File: config.mk
export PLATFORM = sky130hd
export DESIGN_NAME = lsm_sequencer_flat
export DESIGN_NICKNAME = d
export VERILOG_FILES = /design/src/rtl/lsm_sequencer_pkg.sv /design/src/rtl/lsm_sequencer_if.sv /design/src/rtl/lsm_sequencer_prio_enc.sv /design/src/rtl/lsm_sequencer.sv /design/src/flat_wrapper.sv
export SDC_FILE = /design/constraint.sdc
export NUM_CORES = 1
export LEC_CHECK = 0
export ABC_CLOCK_PERIOD_IN_PS = 4600
export CORE_UTILIZATION = 35
export DETAILED_ROUTE_END_ITERATION = 10
export GPL_ROUTABILITY_DRIVEN = 0
export SLEW_MARGIN = 30
export SYNTH_ARGS = -nofsm -noshare
export SYNTH_HDL_FRONTEND = slang
export SYNTH_HIERARCHICAL = 1
export SYNTH_SLANG_ARGS = --single-unit
File: constraint.sdc
create_clock -name clk -period 4.6 [get_ports clk]
set_clock_uncertainty 0.1 [all_clocks]
set_input_delay 0.69 -clock clk [delete_from_list [all_inputs] [get_ports clk]]
set_output_delay 0.69 -clock clk [all_outputs]
set_load 0.005 [all_outputs]
File: src/rtl/lsm_sequencer_pkg.sv
// Shared types for the multi-register transfer sequencer: instruction modes and FSM states.
package lsm_pkg;

  typedef enum logic [1:0] {
    MODE_LM = 2'b00,
    MODE_SM = 2'b01,
    MODE_LA = 2'b10,
    MODE_SA = 2'b11
  } mode_e;

  typedef enum logic {
    IDLE = 1'b0,
    RUN  = 1'b1
  } state_e;

  function automatic logic is_load(input mode_e m);
    return (m == MODE_LM) || (m == MODE_LA);
  endfunction

  // LA/SA move every register, so the decoded mask is not used
  function automatic logic is_all_regs(input mode_e m);
    return (m == MODE_LA) || (m == MODE_SA);
  endfunction

endpackage

File: src/rtl/lsm_sequencer_if.sv
// Decode-side request and memory-side transfer signals of the LM/SM/LA/SA sequencer.
interface lsm_sequencer_if #(
  parameter int DW   = 16,
  parameter int NREG = 8
);
  import lsm_pkg::*;

  localparam int RIDX_W = $clog2(NREG);

  logic              start;
  mode_e             mode;
  logic [DW-1:0]     base_addr;
  logic [NREG-1:0]   mask;
  logic              flush;
  logic              busy;
  logic              stall_fetch;
  logic              xfer_valid;
  logic [RIDX_W-1:0] xfer_reg;
  logic [DW-1:0]     xfer_addr;
  logic              xfer_read;
  logic              xfer_write;
  logic              xfer_pc;
  logic              done;

  modport master (
    output start, mode, base_addr, mask, flush,
    input  busy, stall_fetch, xfer_valid, xfer_reg, xfer_addr,
           xfer_read, xfer_write, xfer_pc, done
  );

  modport slave (
    input  start, mode, base_addr, mask, flush,
    output busy, stall_fetch, xfer_valid, xfer_reg, xfer_addr,
           xfer_read, xfer_write, xfer_pc, done
  );

endinterface

File: src/rtl/lsm_sequencer_prio_enc.sv
// Lowest-set-bit encoder over the remaining transfer mask, with any/single-bit flags.
module lsm_prio_enc #(
  parameter  int NREG   = 8,
  localparam int RIDX_W = $clog2(NREG)
) (
  input  logic [NREG-1:0]   mask,
  output logic [RIDX_W-1:0] low_idx,
  output logic              any_set,
  output logic              single
);

  always_comb begin
    low_idx = '0;
    for (int i = NREG - 1; i >= 0; i--) begin
      if (mask[i]) low_idx = RIDX_W'(i);
    end
  end

  // m & (m-1) drops the lowest set bit; empty result means one bit was set
  assign any_set = |mask;
  assign single  = any_set & ~(|(mask & (mask - NREG'(1))));

endmodule

File: src/rtl/lsm_sequencer.sv
// Multi-cycle LM/SM/LA/SA sequencer: one register/address transfer per cycle, holds fetch
// until the last transfer. state | meaning: IDLE | waiting for start ; RUN | issuing transfers
module lsm_sequencer
  import lsm_pkg::*;
#(
  parameter int DW        = 16,
  parameter int NREG      = 8,
  parameter int ADDR_STEP = 1
) (
  input logic            clk,
  input logic            reset,
  lsm_sequencer_if.slave bus
);

  localparam int RIDX_W = $clog2(NREG);

  state_e            state_q, state_d;
  logic [NREG-1:0]   rem_q, rem_d;
  logic [DW-1:0]     addr_q, addr_d;
  mode_e             mode_q, mode_d;
  logic              done_q, done_d;

  logic [NREG-1:0]   eff_mask;
  logic [RIDX_W-1:0] low_idx;
  logic              any_set;
  logic              last;
  logic              req_ok;
  logic              run;

  lsm_prio_enc #(.NREG(NREG)) u_prio_enc (
    .mask    (rem_q),
    .low_idx (low_idx),
    .any_set (any_set),
    .single  (last)
  );

  assign eff_mask = is_all_regs(bus.mode) ? '1 : bus.mask;
  assign req_ok   = (state_q == IDLE) & bus.start & ~bus.flush;
  assign run      = (state_q == RUN);

  always_ff @(posedge clk or posedge reset) begin
    if (reset) begin
      state_q <= IDLE;
      rem_q   <= '0;
      addr_q  <= '0;
      mode_q  <= MODE_LM;
      done_q  <= 1'b0;
    end else begin
      state_q <= state_d;
      rem_q   <= rem_d;
      addr_q  <= addr_d;
      mode_q  <= mode_d;
      done_q  <= done_d;
    end
  end

  always_comb begin
    state_d = state_q;
    rem_d   = rem_q;
    addr_d  = addr_q;
    mode_d  = mode_q;
    done_d  = 1'b0;
    case (state_q)
      IDLE: begin
        if (req_ok && (|eff_mask)) begin
          state_d = RUN;
          rem_d   = eff_mask;
          addr_d  = bus.base_addr;
          mode_d  = bus.mode;
        end else if (req_ok) begin
          // empty LM/SM mask: nothing to move, just acknowledge next cycle
          done_d = 1'b1;
        end
      end
      RUN: begin
        if (bus.flush) begin
          state_d = IDLE;
          rem_d   = '0;
        end else begin
          rem_d  = rem_q & ~(NREG'(1) << low_idx);
          addr_d = addr_q + DW'(ADDR_STEP);
          if (last || !any_set) state_d = IDLE;
        end
      end
      default: state_d = IDLE;
    endcase
  end

  always_comb begin
    bus.busy        = run;
    bus.stall_fetch = (req_ok & (|eff_mask)) | (run & ~last);
    bus.xfer_valid  = run & ~bus.flush;
    bus.xfer_reg    = low_idx;
    bus.xfer_addr   = run ? addr_q : '0;
    bus.xfer_read   = bus.xfer_valid & is_load(mode_q);
    bus.xfer_write  = bus.xfer_valid & ~is_load(mode_q);
    bus.xfer_pc     = bus.xfer_read & (low_idx == RIDX_W'(NREG - 1));
    bus.done        = done_q | (run & last & ~bus.flush);
  end

endmodule
File: src/flat_wrapper.sv
// flat-port wrapper written by rule: the top's interface ports become plain ports
module lsm_sequencer_flat import lsm_pkg::*;
#(
  parameter int DW        = 16,
  parameter int NREG      = 8,
  parameter int ADDR_STEP = 1
)
  (clk, reset, bus_start, bus_mode, bus_base_addr, bus_mask, bus_flush, bus_busy, bus_stall_fetch, bus_xfer_valid, bus_xfer_reg, bus_xfer_addr, bus_xfer_read, bus_xfer_write, bus_xfer_pc, bus_done);
  lsm_sequencer_if #(.DW(DW), .NREG(NREG)) bus_i ();
  input logic clk;
  input logic reset;
  input wire logic [$bits(bus_i.start)-1:0] bus_start;
  input wire logic [$bits(bus_i.mode)-1:0] bus_mode;
  input wire logic [$bits(bus_i.base_addr)-1:0] bus_base_addr;
  input wire logic [$bits(bus_i.mask)-1:0] bus_mask;
  input wire logic [$bits(bus_i.flush)-1:0] bus_flush;
  output wire logic [$bits(bus_i.busy)-1:0] bus_busy;
  output wire logic [$bits(bus_i.stall_fetch)-1:0] bus_stall_fetch;
  output wire logic [$bits(bus_i.xfer_valid)-1:0] bus_xfer_valid;
  output wire logic [$bits(bus_i.xfer_reg)-1:0] bus_xfer_reg;
  output wire logic [$bits(bus_i.xfer_addr)-1:0] bus_xfer_addr;
  output wire logic [$bits(bus_i.xfer_read)-1:0] bus_xfer_read;
  output wire logic [$bits(bus_i.xfer_write)-1:0] bus_xfer_write;
  output wire logic [$bits(bus_i.xfer_pc)-1:0] bus_xfer_pc;
  output wire logic [$bits(bus_i.done)-1:0] bus_done;
  assign bus_i.start = bus_start;
  assign bus_i.mode = bus_mode;
  assign bus_i.base_addr = bus_base_addr;
  assign bus_i.mask = bus_mask;
  assign bus_i.flush = bus_flush;
  assign bus_busy = bus_i.busy;
  assign bus_stall_fetch = bus_i.stall_fetch;
  assign bus_xfer_valid = bus_i.xfer_valid;
  assign bus_xfer_reg = bus_i.xfer_reg;
  assign bus_xfer_addr = bus_i.xfer_addr;
  assign bus_xfer_read = bus_i.xfer_read;
  assign bus_xfer_write = bus_i.xfer_write;
  assign bus_xfer_pc = bus_i.xfer_pc;
  assign bus_done = bus_i.done;
  lsm_sequencer #(.DW(DW), .NREG(NREG), .ADDR_STEP(ADDR_STEP)) u_core (.clk(clk), .reset(reset), .bus(bus_i));
endmodule
==> results of run 1 <==
==> worst max-delay path, delay by kind of cell (launching register included) <==
family | cells | cell delay (ns)
flip-flops | 1 | 0.44
AO/OA/AOI/OAI | 3 | 0.87
AND/OR/NAND/NOR | 3 | 0.58
buffers and inverters | 1 | 0.52
==> per-layer routing <==
layer  global-route usage (%)  wire [µm]  vias up
met4                    4.038         54        0
met5                        0          0        -
li1                         -          -      971
met3                    3.832        373        6
met2                    30.99       2667       76
met1                    28.54       2609      969
==> worst max path at each step <==
stage	slack, ns	to
3_5_place_dp	1.29	bus_stall_fetch
4_1_cts	1.13	bus_xfer_pc
2_1_floorplan	1.85	bus_stall_fetch
6_report	1.13	bus_xfer_pc
3_3_place_gp	1.30	bus_stall_fetch
5_1_grt	0.93	bus_xfer_pc
==> cells in the final DEF, fill, tap and decap left out, types with 2 or more instances in the layout <==
cell type        Yosys  layout
o22a_1               6       6
o2bb2ai_1            7       7
nor2_1              25      25
a22oi_1              5       5
a21o_1               2       2
and2_1              11      11
o21ai_0              9       9
dfrtp_1             27      27
and3_1               2       2
clkdlybuf4s50_1      0      55
nand4_1              5       5
a31oi_1              2       2
nor3b_1              4       4
o2bb2a_1             2       2
nand3b_1             2       2
nand2b_1             2       2
o22ai_1             12      12
nor4_1               6       6
nand3_1             12      12
buf_4                1       5
nor3_1              10      10
clkbuf_8             1       3
a21oi_1              8       8
a2bb2oi_1            5       5
mux2i_1              2       2
nand2_1             13      13
inv_1               14      14
==> metrics by stage <==
step / std cells / worst slack (ns) / instance area [µm²] / utilization (%)
after floorplan: 233 / 1.854 / 1949 / -
after global placement: 348 / 1.296 / 2540 / 48.50
after detailed placement: 348 / 1.291 / 2540 / 48.50
after CTS: 352 / 1.134 / 2586 / 49.38
after global routing: 352 / 0.9306 / 2586 / 49.38
final: 352 / 1.126 / 2586 / 49.38
==> area by class of cell <==
| class | instances | area share, % |
|---|---|---|
| Multi-Input combinational cell | 177 | 43.93 |
| Sequential cell | 27 | 26.12 |
| Timing Repair Buffer | 60 | 22.74 |
| Tap cell | 70 | 3.387 |
| Inverter | 14 | 2.032 |
| Clock buffer | 3 | 1.597 |
| Clock inverter | 1 | 0.1935 |
==> power by group through the flow <==
stage | clock network, µW | registers (µW) | logic, µW
floorplan | 0 | 443 | 481
global placement | 0 | 489 | 724
detailed placement | 0 | 491 | 727
CTS | 147 | 487 | 732
global route | 155 | 512 | 807
finish | 143 | 490 | 731
==> flip-flops by register name, indices dropped and copies added, names as in the netlist <==
register,count
u_core/addr_q,16
u_core/bus.busy,1
u_core/done_q,1
u_core/mode_q,1
u_core/rem_q,8
==> logic make-up after synthesis <==
logic type / count (synthesis)
simple gates: 101
compound gates: 70
buf+inv: 29
flops: 27
mux: 3
fa+ha+maj: 2
xor+xnor: 1
==> impl_metrics.yaml, run 1 <==
setup_path:
  cp_cell_sequence: "nand2b_1 > a21oi_1 > o21bai_1 > a21oi_1 > nand3_1 > nor3_1 > clkdlybuf4s50_1"
  cp_slowest_stage_delay_ns: 0.61
  path_common_cell: "a21oi_1"
  critical_path_class: "flop to primary output"
  ff2ff_setup_slack_ns: 1.99
  arrival_ns: 2.68
  required_ns: 3.81
  worstReg2RegEnd: "u_core/addr_q[14]$_DFFE_PP0P_"
  reg2regPathDepth: 4
  critPathLaunchType: "flop"
  critPathLaunch: "u_core/rem_q[6]$_DFFE_PP0P_"
  critPathCaptureType: "primary output"
  crit_slowest_cell: "a21oi_1"
  path_max_fanout: 9
  r2r_start: "u_core/bus.busy$_DFF_PP0_"
global_route:
  grt_max_degree: 28
  grt_use_total_pct: 19.93
  overflow: 0
  grt_pass1_vias: 1880
  antenna_found_initial: 0
  grt_pass1_wl_um: 9446
pwr:
  power.share.clock_pct: 10.5
  power_frac_comb_pct: 53.6
  p_sw_share_pct: 43.15
  power_frac_seq_pct: 35.9
  max-vdd-ir-drop_v: 0.0002448
  power_density_nw_per_um2: 527.4
  intPower_uw: 775.5
  p_sw_uw: 588.5
  power_uw: 1364
  p_leak_uw: 0.001022
layout:
  seq_area_um2: 675.6
  insertedDiodeCount: 0
  layout-drive-gt1-share_pct: 6.028
  multi_input_area_um2: 1136
  nets: 314
  area.growth.synth_to_final_pct: 32.67
  n_fill_cell: 522
sta:
  period_needed_ns: 3.474
  whs_ns: 0.4361
  slew_violations: 0
  rsz0062_at_grt: "false"
  fmax_mhz: 287.9
  tns_ns: 0
  setup_viol: 0
  finalHoldViolations: 0
  relSlewSlack_pct: 46.54
  period_share_pct: 75.52
  worstMarginPinSlew_ns: 0.8020
yosys:
  synth_area_leaders: "dfrtp_1, nor2_1, o22ai_1, and2_1, o2bb2ai_1"
  synth_xor_xnor_area_share_pct: 0.4493
  synth_nets: 264
  synth_area_per_cell_um2: 8.366
  synth_common_cells: "dfrtp_1, nor2_1, inv_1"
  ys_seq_area_share_pct: 34.66
  synthMostInstantiatedCell: "dfrtp_1"
  ys_ff_latch: 27
  yosys.area_share.simple_pct: 28.05
  netlist_instances: 233
  synth_top_family_by_area: "simple AND/OR/NAND/NOR gates"
  yosys.area.top_type_share_pct: 34.66
  synth_compound_gate_area_share_pct: 27.02
  synth_top_cell_by_area: "dfrtp_1"
  ys.flop_type: "dfrtp_1"
  syn_area_um2: 1949
  synthArstFlopShare_pct: 100.0
  synth_cell_types: 54
  synthMuxAreaShare_pct: 1.605
  synth-adder-area-share_pct: 1.155
  synth_enable_flop_cells: 0
  yosys_warnings: 6
route:
  drc_errors: 0
  vias: 2022
  first_iter_violations: 168
  drt-total-wl_um: 5705
  postRouteAntennaNets: 0
  vias_per_cell: 5.744
  first_pass_iters: 4
  wl_per_cell_um: 16.21
floorplan:
  die_area_um2: 5872
  initial_utilization_pct: 37.22
  rows: 26
  core_um2: 5238
  fp.dieH_um: 76.63
  ios: 56
  fp.dieW_um: 76.63
hold_path:
  hp-start: "u_core/mode_q[0]$_DFFE_PP0P_"
  whs_path_depth: 2
  hold_path_class: "flop to flop"
  hold_path_end: "u_core/mode_q[0]$_DFFE_PP0P_"
clock_tree:
  clock_path_buffers: 2
  clock_sinks: 27
  root_buffer: "clkbuf_8"
  cts_made_buffers: 3
  cts_hold_repair.buffers: 0
  clock_latency_ns: 0.28
  clkSlewWorstSetupHoldPaths_ns: 0.10
  cts_tree: "yes"
  cts_setup_buffers: 0
  cts.repair.resized: 0
  htreeDepth: 1
placed_design:
  dp_hpwl_um: 3970
  portBuffers: 55
outcome:
  status: "completed"
job:
  cap_violations: 0
(Power assumes the default switching activity.)
==> inputs of run 2 (changes only) <==
--- a/config.mk
+++ b/config.mk
@@ -5,7 +5,7 @@
 export SDC_FILE = /design/constraint.sdc
 export NUM_CORES = 1
 export LEC_CHECK = 0
-export ABC_CLOCK_PERIOD_IN_PS = 4600
+export ABC_CLOCK_PERIOD_IN_PS = 3000
 export CORE_UTILIZATION = 35
 export DETAILED_ROUTE_END_ITERATION = 10
 export GPL_ROUTABILITY_DRIVEN = 0
==> constraint.sdc (replaced) <==
create_clock -name clk -period 3 [get_ports clk]
set_clock_uncertainty 0.1 [all_clocks]
set_input_delay 0.45 -clock clk [delete_from_list [all_inputs] [get_ports clk]]
set_output_delay 0.45 -clock clk [all_outputs]
set_load 0.005 [all_outputs]
==> run 2 against run 1 <==
Count of clock-buffer cells in the layout grew 1. Setup slack lost 1.0 ns. Critical path type unchanged. Sequential power grew 51%. Final area grew 3.8%. Register-to-register slack lost 0.98 ns. Combinational power grew 66%.
==> impl_metrics.yaml, run 2 (synthesis results as in run 1) <==
layout:
  final_cell_mix: "clkdlybuf4s50_1, nor2_1, dfrtp_1"
  top_register: "u_core/addr_q"
  layout-drive-gt1-share_pct: 10.54
  nets: 326
  area.growth.synth_to_final_pct: 37.74
  layout.cells.non_filler: 364
  insertedDiodeCount: 0
  layout_commonest_cell: "clkdlybuf4s50_1"
  design_area_um2: 2685
  largest_reg_flops: 16
  utilization_pct: 51.27
  layout_top_registers: "u_core/addr_q: 16 flops, u_core/rem_q: 8 flops"
clock_tree:
  clock_path_buffers: 2
  root_buffer: "clkbuf_8"
  clock_sinks: 27
  htreeDepth: 1
  clock_latency_ns: 0.28
  cts_made_buffers: 3
  cts_tree: "yes"
  clkSlewWorstSetupHoldPaths_ns: 0.10
sta:
  worst_slack_ns: 0.1063
  relSlewSlack_pct: 62.43
  fmax_mhz: 345.6
  worstMarginPinSlew_ns: 0.5629
  period_needed_ns: 2.894
  setup_viol: 0
  slew_violations: 0
  finalHoldViolations: 0
  period_share_pct: 96.46
route:
  drt-total-wl_um: 5713
  postRouteAntennaNets: 0
  vias_per_cell: 5.566
  drc_errors: 0
  wl_per_cell_um: 15.70
  vias: 2026
  first_iter_violations: 109
  first_pass_iters: 4
placed_design:
  portBuffers: 55
  dp_hpwl_um: 4116
  dp_slack_ns: 0.1849
  place_inst: 356
  dpl_cell_area_um2: 2600
global_route:
  grt_max_degree: 29
  grt_use_total_pct: 19.73
  grt_pass1_wl_um: 9328
  overflow: 0
  grt_pass1_vias: 1895
  antenna_found_initial: 0
outcome:
  status: "completed"
setup_path:
  path_max_fanout: 6
  required_ns: 2.45
  critPathLaunchType: "flop"
  arrival_ns: 2.34
  critical_path_class: "flop to primary output"
  critPathCaptureType: "primary output"
  ff2ff_setup_slack_ns: 1.01
pwr:
  power_uw: 2173
  power.share.clock_pct: 10.2
  p_sw_uw: 908.8
  max-vdd-ir-drop_v: 0.0003597
  power_frac_seq_pct: 34.1
  power_frac_comb_pct: 55.8
  p_leak_uw: 0.001083
  p_sw_share_pct: 41.83
  intPower_uw: 1264
  power_density_nw_per_um2: 809.1
floorplan:
  fp.dieH_um: 76.63
  core_um2: 5238
  rows: 26
  initial_utilization_pct: 37.22
  ios: 56
  fp.dieW_um: 76.63
  die_area_um2: 5872
job:
  cap_violations: 0
hold_path:
  hold_path_class: "flop to flop"
-- run 2: cell count changes in the layout (fill, tap and decap cells not counted), sizes merged --
cell,delta
clkbuf,+1
clkinv,-1
buf,+12
-- run 2: final cells by class --
type / instances / area (µm²)
sequential: 27 / 678.2
multi-input combinational: 177 / 1144
fill: 510 / 2552
clock buffer: 4 / 45.04
tap: 70 / 87.58
timing repair buffer: 72 / 678.2
inverter: 14 / 52.55
-- run 2: critical path, stage by stage, from the launching register on --
cell             delay [ns]
dfrtp_2                0.47
nor4_4                 0.28
inv_1                  0.10
a2111oi_2              0.37
o22a_1                 0.23
a21o_1                 0.12
clkdlybuf4s50_1        0.48
-- run 2: what timing repair did --
| action | 4_1_cts | 5_1_grt |
|---|---|---|
| gates resized for setup | 1 | 2 |
| hold buffers | 0 | 0 |
| buffers inserted | 1 | 3 |
| hold endpoints to repair | 0 | 0 |
| endpoints found under the setup margin | 1 | 2 |
| pin swaps | 1 | 2 |
-- run 2: path summary, 6_finish.rpt --
| kind | start | end | cells after the start |
|---|---|---|---|
| min reg2reg | u_core/addr_q[15]$_DFFE_PP0P_ | u_core/addr_q[15]$_DFFE_PP0P_ | 2 |
| max reg2reg | u_core/addr_q[1]$_DFFE_PP0P_ | u_core/addr_q[14]$_DFFE_PP0P_ | 5 |
| max | u_core/rem_q[0]$_DFFE_PP0P_ | bus_done | 6 |
| min in group asynchronous | reset | u_core/addr_q[15]$_DFFE_PP0P_ | 3 |
| min | u_core/addr_q[15]$_DFFE_PP0P_ | u_core/addr_q[15]$_DFFE_PP0P_ | 2 |
| max in group asynchronous | reset | u_core/rem_q[2]$_DFFE_PP0P_ | 3 |
-- run 2: metrics by stage --
| step | setup TNS (ns) | hold slack (ns) |
|---|---|---|
| 2_1_floorplan | 0 | 0.3741 |
| 3_3_place_gp | 0 | 0.4093 |
| 3_5_place_dp | 0 | 0.4067 |
| 4_1_cts | 0 | 0.4301 |
| 5_1_grt | -0.02852 | 0.4694 |
| 6_report | 0 | 0.4302 |
-- run 2: power by group through the flow --
stage | combinational [µW] | clock, µW | sequential, µW
detailed placement | 1170 | 0 | 737
finish | 1210 | 221 | 740
floorplan | 738 | 0 | 680
global placement | 1160 | 0 | 737
global route | 1330 | 239 | 772
CTS | 1180 | 224 | 736
-- run 2: metal layers --
metal | wire (µm) | GRT usage, %
met5 | 0 | 0
met3 | 296 | 3.593
met1 | 2698 | 26.24
met4 | 38 | 3.269
met2 | 2679 | 33.60
==> inputs of run 3 (changes only) <==
--- a/config.mk
+++ b/config.mk
@@ -5,12 +5,14 @@
 export SDC_FILE = /design/constraint.sdc
 export NUM_CORES = 1
 export LEC_CHECK = 0
-export ABC_CLOCK_PERIOD_IN_PS = 3000
+export ABC_CLOCK_PERIOD_IN_PS = 2900
 export CORE_UTILIZATION = 35
 export DETAILED_ROUTE_END_ITERATION = 10
 export GPL_ROUTABILITY_DRIVEN = 0
+export REMOVE_ABC_BUFFERS = 1
 export SLEW_MARGIN = 30
 export SYNTH_ARGS = -nofsm -noshare
 export SYNTH_HDL_FRONTEND = slang
 export SYNTH_HIERARCHICAL = 1
 export SYNTH_SLANG_ARGS = --single-unit
+export TNS_END_PERCENT = 50
==> constraint.sdc (replaced) <==
create_clock -name clk -period 2.9 [get_ports clk]
set_clock_uncertainty 0.1 [all_clocks]
set_input_delay 0.435 -clock clk [delete_from_list [all_inputs] [get_ports clk]]
set_output_delay 0.435 -clock clk [all_outputs]
set_load 0.005 [all_outputs]
==> run 3 against run 2 <==
Die area did not move. Final area rose by 1.6%. Total power is 4.8% higher. Largest power group unchanged. First-iteration DRC count up 5.5%. Clock power about the same. Sequential share of layout area decreased by 0.41 points. Count of clock-buffer cells in the layout shrank 1. Via count is 0.39% higher. Critical path type is now primary input to primary output. Core utilization is 0.84 points higher. Non-clock buffer count rose by 4.
==> impl_metrics.yaml, run 3 (synthesis results as in run 1) <==
outcome:
  status: "completed"
floorplan:
  fp.dieW_um: 76.63
  ios: 56
  initial_utilization_pct: 37.22
  die_area_um2: 5872
  fp.dieH_um: 76.63
  core_um2: 5238
  rows: 26
layout:
  top_register: "u_core/addr_q"
  layout_commonest_cell: "clkdlybuf4s50_1"
  seq_area_um2: 678.2
  area.growth.synth_to_final_pct: 39.99
  nets: 330
  layout_top_registers: "u_core/addr_q: 16 flops, u_core/rem_q: 8 flops"
  final_cell_mix: "clkdlybuf4s50_1, dfrtp_1, nor2_1"
  design_area_um2: 2729
  n_fill_cell: 513
  insertedDiodeCount: 0
  layout-drive-gt1-share_pct: 12.75
  multi_input_area_um2: 1151
  largest_reg_flops: 16
setup_path:
  path_common_cell: "clkdlybuf4s50_1"
  path_max_fanout: 3
  required_ns: 2.37
  arrival_ns: 2.25
  critical_path_class: "primary input to primary output"
  cp_slowest_stage_delay_ns: 0.56
  critPathLaunchType: "primary input"
  critPathCaptureType: "primary output"
  cp_cell_sequence: "clkdlybuf4s50_1 > or4_4 > o31ai_2 > o21ai_0 > clkdlybuf4s50_1"
  crit_slowest_cell: "or4_4"
global_route:
  grt_pass1_vias: 1911
  overflow: 0
  grt_use_total_pct: 20.49
  grt_pass1_wl_um: 9528
  grt_max_degree: 28
  antenna_found_initial: 0
route:
  drt-total-wl_um: 5627
  wl_per_cell_um: 15.29
  first_iter_violations: 115
  vias_per_cell: 5.527
  first_pass_iters: 4
  drc_errors: 0
  vias: 2034
  postRouteAntennaNets: 0
sta:
  period_share_pct: 96.01
  worstMarginPinSlew_ns: 0.5297
  relSlewSlack_pct: 64.65
  setup_viol: 0
  finalHoldViolations: 0
  slew_violations: 0
  fmax_mhz: 359.2
  period_needed_ns: 2.784
  tns_ns: 0
  rsz0062_at_grt: "false"
clock_tree:
  clock_sinks: 27
  clkSlewWorstSetupHoldPaths_ns: 0.10
  htreeDepth: 1
  root_buffer: "clkbuf_8"
  cts_made_buffers: 3
  clock_path_buffers: 2
  clock_latency_ns: 0.28
  cts_tree: "yes"
placed_design:
  dp_hpwl_um: 4163
  portBuffers: 55
  dpl_cell_area_um2: 2630
pwr:
  max-vdd-ir-drop_v: 0.0004363
  p_leak_uw: 0.001120
  power_density_nw_per_um2: 834.3
  power_uw: 2277
hold_path:
  hold_path_class: "primary input to async pin"
job:
  cap_violations: 0
run 3: cell count changes in the layout (fill, tap and decap cells not counted), sizes merged:
cell           before  now
clkbuf              4    3
clkdlybuf4s50      55   54
dlymetal6s2s        0    1
buf                17   21
clkinvlp            0    1
run 3: per-layer routing:
layer  part of all wire [%]  global-route usage, %  up-vias
met5                      0                      0        -
met4                   0.60                  4.038        0
met3                    6.7                  3.713        2
met2                     44                  31.17       70
met1                     48                  30.15      957
li1                       -                      -     1005
run 3: worst paths after layout:
kind | slack, ns | cells past startpoint | end | startpoint
min reg2reg | 0.42 | 2 | u_core/addr_q[15]$_DFFE_PP0P_ | u_core/addr_q[15]$_DFFE_PP0P_
max | 0.12 | 5 | bus_stall_fetch | bus_mask[5]
min in group clk | 0.42 | 2 | u_core/addr_q[15]$_DFFE_PP0P_ | u_core/addr_q[15]$_DFFE_PP0P_
max in group asynchronous | 1.99 | 3 | u_core/rem_q[6]$_DFFE_PP0P_ | reset
min | 0.42 | 3 | u_core/addr_q[0]$_DFFE_PP0P_ | reset
max reg2reg | 0.75 | 9 | u_core/rem_q[6]$_DFFE_PP0P_ | u_core/rem_q[2]$_DFFE_PP0P_
run 3: cell type report:
type	instances	share of cell area [%]
multi-input cells	177	42.18
repair buffers	76	26.04
flip-flops and latches	27	24.85
well taps	70	3.210
inverters	14	1.926
clock buffers	3	1.513
clock inverters	1	0.2751
run 3: report_power, final:
group / internal [µW] / switching (µW) / leakage, µW / total, µW
Sequential: 537 / 220 / 0.000319 / 757
Combinational: 692 / 605 / 0.000779 / 1300
Clock: 97.7 / 125 / 0.0000217 / 223
Total: 1330 / 951 / 0.00112 / 2280
run 3: timing repair:
| action | in CTS | in global routing |
|---|---|---|
| buffers inserted | 2 | 2 |
| endpoints found under the hold margin | 0 | 0 |
| pin swaps | 3 | 3 |
| hold buffers | 0 | 0 |
| gates resized for setup | 0 | 6 |
| endpoints found under the setup margin | 2 | 3 |
run 3: stage by stage:
step	instances	hold slack [ns]	util (%)	setup WS, ns
global placement	360	0.4081	50.21	0.1242
detailed placement	360	0.4099	50.21	0.1041
CTS	366	0.4229	51.43	0.01801
finish	368	0.4170	52.10	0.1158
floorplan	218	0.3741	-	0.3229
global route	368	0.4544	52.10	0.01443
run 3: worst max-delay path, delay by kind of cell:
family                 cells  cell delay (ns)
and+or+nand+nor            1             0.56
AOI/OAI and AO/OA          2             0.36
buffers and inverters      2             0.90
